===== config.mk =====
export PLATFORM = sky130hd
export DESIGN_NAME = msg_disasm
export DESIGN_NICKNAME = d
export VERILOG_FILES = /design/src/rtl/msg_disasm.sv
export SDC_FILE = /design/constraint.sdc
export NUM_CORES = 1
export LEC_CHECK = 0
export CORE_ASPECT_RATIO = 1.5
export CORE_MARGIN = 2
export CORE_UTILIZATION = 52
export DETAILED_ROUTE_END_ITERATION = 10
export PLACE_DENSITY = 0.81
export REMOVE_ABC_BUFFERS = 1
export SKIP_LAST_GASP = 1
export SLEW_MARGIN = 5
export SYNTH_ARGS = -nofsm -noshare
export SYNTH_HDL_FRONTEND = slang
export SYNTH_SLANG_ARGS = --single-unit

===== constraint.sdc =====
create_clock -name clk -period 4 [get_ports clk]
set_clock_uncertainty 0.15 [all_clocks]
set_input_delay 0.4 -clock clk [delete_from_list [all_inputs] [get_ports clk]]
set_output_delay 0.4 -clock clk [all_outputs]
set_load 0.01 [all_outputs]

===== src/rtl/msg_disasm.sv =====
// Packet-to-word serialiser: takes one WORD_SIZE*WORDS_PER_PACKET packet and
// emits it as WORDS_PER_PACKET words, with optional idle cycles between words.
module msg_disasm #(
    parameter int unsigned WORD_SIZE        = 8,
    parameter int unsigned WORDS_PER_PACKET = 4,
    parameter int unsigned MSW_FIRST        = 1,
    parameter int unsigned GAP_CYCLES       = 0
) (
    input  logic                                  clk,
    input  logic                                  reset,
    input  logic [WORD_SIZE*WORDS_PER_PACKET-1:0] data_in,
    input  logic                                  data_in_valid,
    output logic                                  data_in_ready,
    output logic [WORD_SIZE-1:0]                  data_out,
    output logic                                  data_out_valid,
    input  logic                                  data_out_ready,
    output logic                                  busy
);

    localparam int unsigned PW = WORD_SIZE * WORDS_PER_PACKET;
    localparam int unsigned CW = $clog2(WORDS_PER_PACKET);
    localparam int unsigned GW = (GAP_CYCLES > 0) ? $clog2(GAP_CYCLES + 1) : 1;
    localparam logic [CW-1:0] LAST_WORD = CW'(WORDS_PER_PACKET - 1);
    localparam logic [GW-1:0] GAP_LOAD  = GW'(GAP_CYCLES);

    typedef enum logic [1:0] {IDLE, SEND, GAP} state_t;

    state_t          state_q, state_d;
    logic [PW-1:0]   shreg_q, shreg_d;
    logic [CW-1:0]   wcnt_q,  wcnt_d;
    logic [GW-1:0]   gcnt_q,  gcnt_d;

    always_ff @(posedge clk) begin
        if (reset) begin
            state_q <= IDLE;
            shreg_q <= '0;
            wcnt_q  <= '0;
            gcnt_q  <= '0;
        end else begin
            state_q <= state_d;
            shreg_q <= shreg_d;
            wcnt_q  <= wcnt_d;
            gcnt_q  <= gcnt_d;
        end
    end

    always_comb begin
        state_d = state_q;
        shreg_d = shreg_q;
        wcnt_d  = wcnt_q;
        gcnt_d  = gcnt_q;
        case (state_q)
            IDLE: begin
                if (data_in_valid && data_in_ready) begin
                    shreg_d = data_in;
                    wcnt_d  = '0;
                    state_d = SEND;
                end
            end
            SEND: begin
                if (data_out_ready) begin
                    if (wcnt_q == LAST_WORD) begin
                        state_d = IDLE;
                    end else begin
                        // Shift the next word into the emit position.
                        if (MSW_FIRST != 0) shreg_d = shreg_q << WORD_SIZE;
                        else                shreg_d = shreg_q >> WORD_SIZE;
                        wcnt_d = wcnt_q + 1'b1;
                        if (GAP_CYCLES != 0) begin
                            state_d = GAP;
                            gcnt_d  = GAP_LOAD;
                        end
                    end
                end
            end
            GAP: begin
                gcnt_d = gcnt_q - 1'b1;
                if (gcnt_q == GW'(1)) state_d = SEND;
            end
            default: state_d = IDLE;
        endcase
    end

    assign data_in_ready  = (state_q == IDLE) && !reset;
    assign data_out_valid = (state_q == SEND);
    assign busy           = (state_q != IDLE);
    assign data_out       = (MSW_FIRST != 0) ? shreg_q[PW-1 -: WORD_SIZE]
                                             : shreg_q[WORD_SIZE-1:0];

endmodule


==> results summary <==
The effective utilization at floorplan came out at 0.541. The final wirelength is approximately 4000 um. The worst setup path is captured at a flop. The mean instance size in the synthesized netlist came out at 10.2 um^2.

The placed instance area is 2150 um^2. In the post-synthesis netlist, the biggest area contributors are sky130_fd_sc_hd__dfxtp_1, sky130_fd_sc_hd__nand3_2, sky130_fd_sc_hd__a22oi_1, sky130_fd_sc_hd__a21oi_2, sky130_fd_sc_hd__buf_4. The area growth from synthesis to final layout is 20.4%. Traced cell by cell, the critical path runs through buf_2 > or3b_1 > nand3_1 > a21oi_1. The clock input transition at the sequential cells of the worst setup and hold paths came out at 60 ps. The later pin in the worst-skew pair is clocked with a latency of approximately 280 ps. The final-report hold violation count came out at 0. The power per standard cell area came out at between 300 and 400 nW/um^2. The critical path is of the input pin to flop type. Once the clock tree was built, the resizer swapped 0 gates to a different size. Of the available clock period, the critical path in the final layout requires 0.606.

The biggest area consumer among synthesized cells is sky130_fd_sc_hd__dfxtp_1. The number of H-tree branching levels is 2. STA classifies the critical path startpoint as an input pin. Entering global routing, the biggest net connects between 40 and 50 pins.

The count of antenna-violating nets left after detailed routing came out at 0. Post-CTS timing repair inserted 0 buffers for setup. The cts-stage hold buffer count is 0. The proportion of register bits with asynchronous set or reset after synthesis is 0. After synthesis the netlist holds a flip-flop and latch count of 35. The initial antenna violation count is 0. Setup repair after global routing left no endpoint under its margin. The required arrival time at the worst endpoint is about 4000 ps. The vias after detailed routing is 1449. During synthesis, Yosys emitted a total of 0 warnings. The total of max-cap violations is 0. The worst pin sits at a relative slew slack of 0.234. The share of post-route cells with drive strength above 1 came out at 0.258.

The final count of pins violating max slew was 0. The number of distinct library cell variants in the gate-level netlist after synthesis is 25. The share of synthesized area occupied by flip-flops and latches came out at 0.379.

The last weighted congestion value of the routability-driven placer is roughly 0.76. The min-delay analysis places its worst path in the category flop to flop. The run finished with clean final reports. The final net count is around 250.

Counting flops with a built-in enable in the synthesized netlist gives 0. The area of all placed cells without fillers came out at 2230 um^2. The setup TNS is 0 ps. On the critical path the largest part of the delay comes from simple AND/OR/NAND/NOR gates.

The number of sinks handled by clock tree synthesis is 35. The global-route wire length before repair is between 6000 and 7000 um. The post-placement setup slack came out at 1270 ps.

The root cell of the clock tree is sky130_fd_sc_hd__clkbuf_8. In the post-synthesis netlist, the cell with the most instances is sky130_fd_sc_hd__dfxtp_1. The worst path buffer plus inverter count is 1. Summing internal, switching and leakage power gives ~730 uW. The delay contributed by the slowest stage of the critical path is just under 1000 ps. TritonCTS built the clock tree. The setup violation total in the final timing report is 0. The static power due to leakage is around 0.7 nW. The horizontal extent of the die came out at ~53 um. The total overflow left after global routing is 0.

The biggest fanout along the worst timing path came out at 42. The DRC violation count after routing is 0. The number of DRC violations after detailed-routing iteration 0 came out at 39. The data arrival time of the critical path is roughly 2500 ps. In this run the standard cell core region covers approximately 3400 um^2.

Fill cells in the final layout number just under 300. The half-perimeter wire length after placement is 2720 um. The slowest stage of the critical path is the sky130_fd_sc_hd__or3b_1 cell. The maximum clock insertion buffer count is 2. In the global route stage, overall resource usage came out at 0.200. The clock period minus final worst setup slack came out at roughly 2400 ps. The post-layout worst setup margin is about 1600 ps. The top flip-flop cell by instance count after synthesis is sky130_fd_sc_hd__dfxtp_1. VDD sags by at most about 250 uV. Row generation in the floorplan step produced 26 rows. The post-synthesis cell count is roughly 180. The number of placed instances, taps included, is 245.

After synthesis, the most frequently instantiated cells are sky130_fd_sc_hd__dfxtp_1, sky130_fd_sc_hd__a22oi_1, sky130_fd_sc_hd__a21oi_2, sky130_fd_sc_hd__nand3_2. The detail-routed via count per cell is ~5.8. In the final routed layout, each cell accounts on average for 15.8 um.

The number of buffers added by the clock tree synthesis step is 5. After synthesis the cells add up to about 1800 um^2. The height of the die came out at ~77 um. The slew at the pin closest to its max-slew limit came out at 1150 ps. The I/O pin total is 47.

The die outline area is roughly 4100 um^2. During placement, the flow inserted port buffers numbering 46. Derived from the worst setup path, the maximum achievable clock frequency is around 410 MHz. The via count of the first global-routing pass is between 1k and 1.5k. The antenna diode instance count is 0. The share of Yosys cell area claimed by the top area cell type is 0.379. The filler-free cell count of the finished design is around 250.

The detailed-router iteration count before antenna repair is 4.
worst paths after layout:
check / start / endpoint / slack (ps) / cells after the start
worst max-delay path: reset / shreg_q[31] / 1580 / 4
worst min register to register: shreg_q[10] / shreg_q[10] / 320 / 2
worst max register to register: state_q[0] / shreg_q[31] / 1620 / 3
worst min-delay path: shreg_q[10] / shreg_q[10] / 320 / 2
state kept, by name (all words and copies together) (netlist names):
signal	cells
state_q	1
wcnt_q	2
shreg_q	32
placed cells by master (no fill, tap or decap):
cell type,netlist,final
sky130_fd_sc_hd__or2_2,4,4
sky130_fd_sc_hd__a21oi_2,20,20
sky130_fd_sc_hd__or3b_2,2,2
sky130_fd_sc_hd__clkbuf_8,0,5
sky130_fd_sc_hd__a31oi_1,2,2
sky130_fd_sc_hd__nand2b_1,5,5
sky130_fd_sc_hd__dfxtp_1,35,35
sky130_fd_sc_hd__clkdlybuf4s50_1,0,45
sky130_fd_sc_hd__mux2i_1,4,4
sky130_fd_sc_hd__nand3_2,20,20
sky130_fd_sc_hd__a22oi_1,24,24
sky130_fd_sc_hd__nor2_1,2,2
sky130_fd_sc_hd__or3b_1,1,1
sky130_fd_sc_hd__a21oi_1,9,9
sky130_fd_sc_hd__nor3b_4,1,1
sky130_fd_sc_hd__a311oi_1,1,1
sky130_fd_sc_hd__ha_1,2,2
sky130_fd_sc_hd__o21ai_0,4,4
sky130_fd_sc_hd__buf_4,11,1
sky130_fd_sc_hd__buf_2,7,1
sky130_fd_sc_hd__nand3_1,11,11
sky130_fd_sc_hd__and3b_1,1,1
sky130_fd_sc_hd__nor2b_1,2,2
sky130_fd_sc_hd__nand3b_1,6,6
sky130_fd_sc_hd__clkbuf_1,2,1
cell type report:
class | instances | area [um^2] | area share
clock buffers | 6 | 72.6 | 0.0326
multi-input cells | 121 | 937 | 0.421
flip-flops and latches | 35 | 701 | 0.315
well taps | 42 | 52.6 | 0.0236
repair buffers | 47 | 463 | 0.208
per-layer routing:
metal  vias to the layer above  global-route usage  share of wire
met2                        39               0.339           0.54
met4                         0              0.0769          0.018
li1                        711                   -              -
met5                         -                   0              0
met3                         7              0.0428          0.042
met1                       692               0.240           0.40
per-stage QoR:
stage,hold slack [ps],util
6_report,316,0.652
5_1_grt,331,0.652
4_1_cts,318,0.652
3_5_place_dp,308,0.630
3_3_place_gp,302,0.630
2_1_floorplan,289,-
tightest hold or removal path: stages (launching register included):
cell	delay (ps)
sky130_fd_sc_hd__dfxtp_1	310
sky130_fd_sc_hd__nand3_1	60
sky130_fd_sc_hd__a21oi_1	60
kinds of logic after synthesis:
family	Yosys count	share of synthesized area
AO/OA/AOI/OAI	60	0.239
AND/OR/NAND/NOR	55	0.233
flip-flops	35	0.379
buffers and inverters	26	0.114
multiplexers	4	0.0217
adder cells (fa/ha/maj)	2	0.0135
where the power goes:
part / internal, mW / switching [mW] / total (mW) / leakage [nW]
sequential: 0.366 / 0.0156 / 0.382 / 0.286
clock: 0.116 / 0.111 / 0.227 / 0.0371
combinational: 0.0660 / 0.0572 / 0.123 / 0.377
total: 0.548 / 0.184 / 0.732 / 0.700
(Power assumes the default switching activity.)
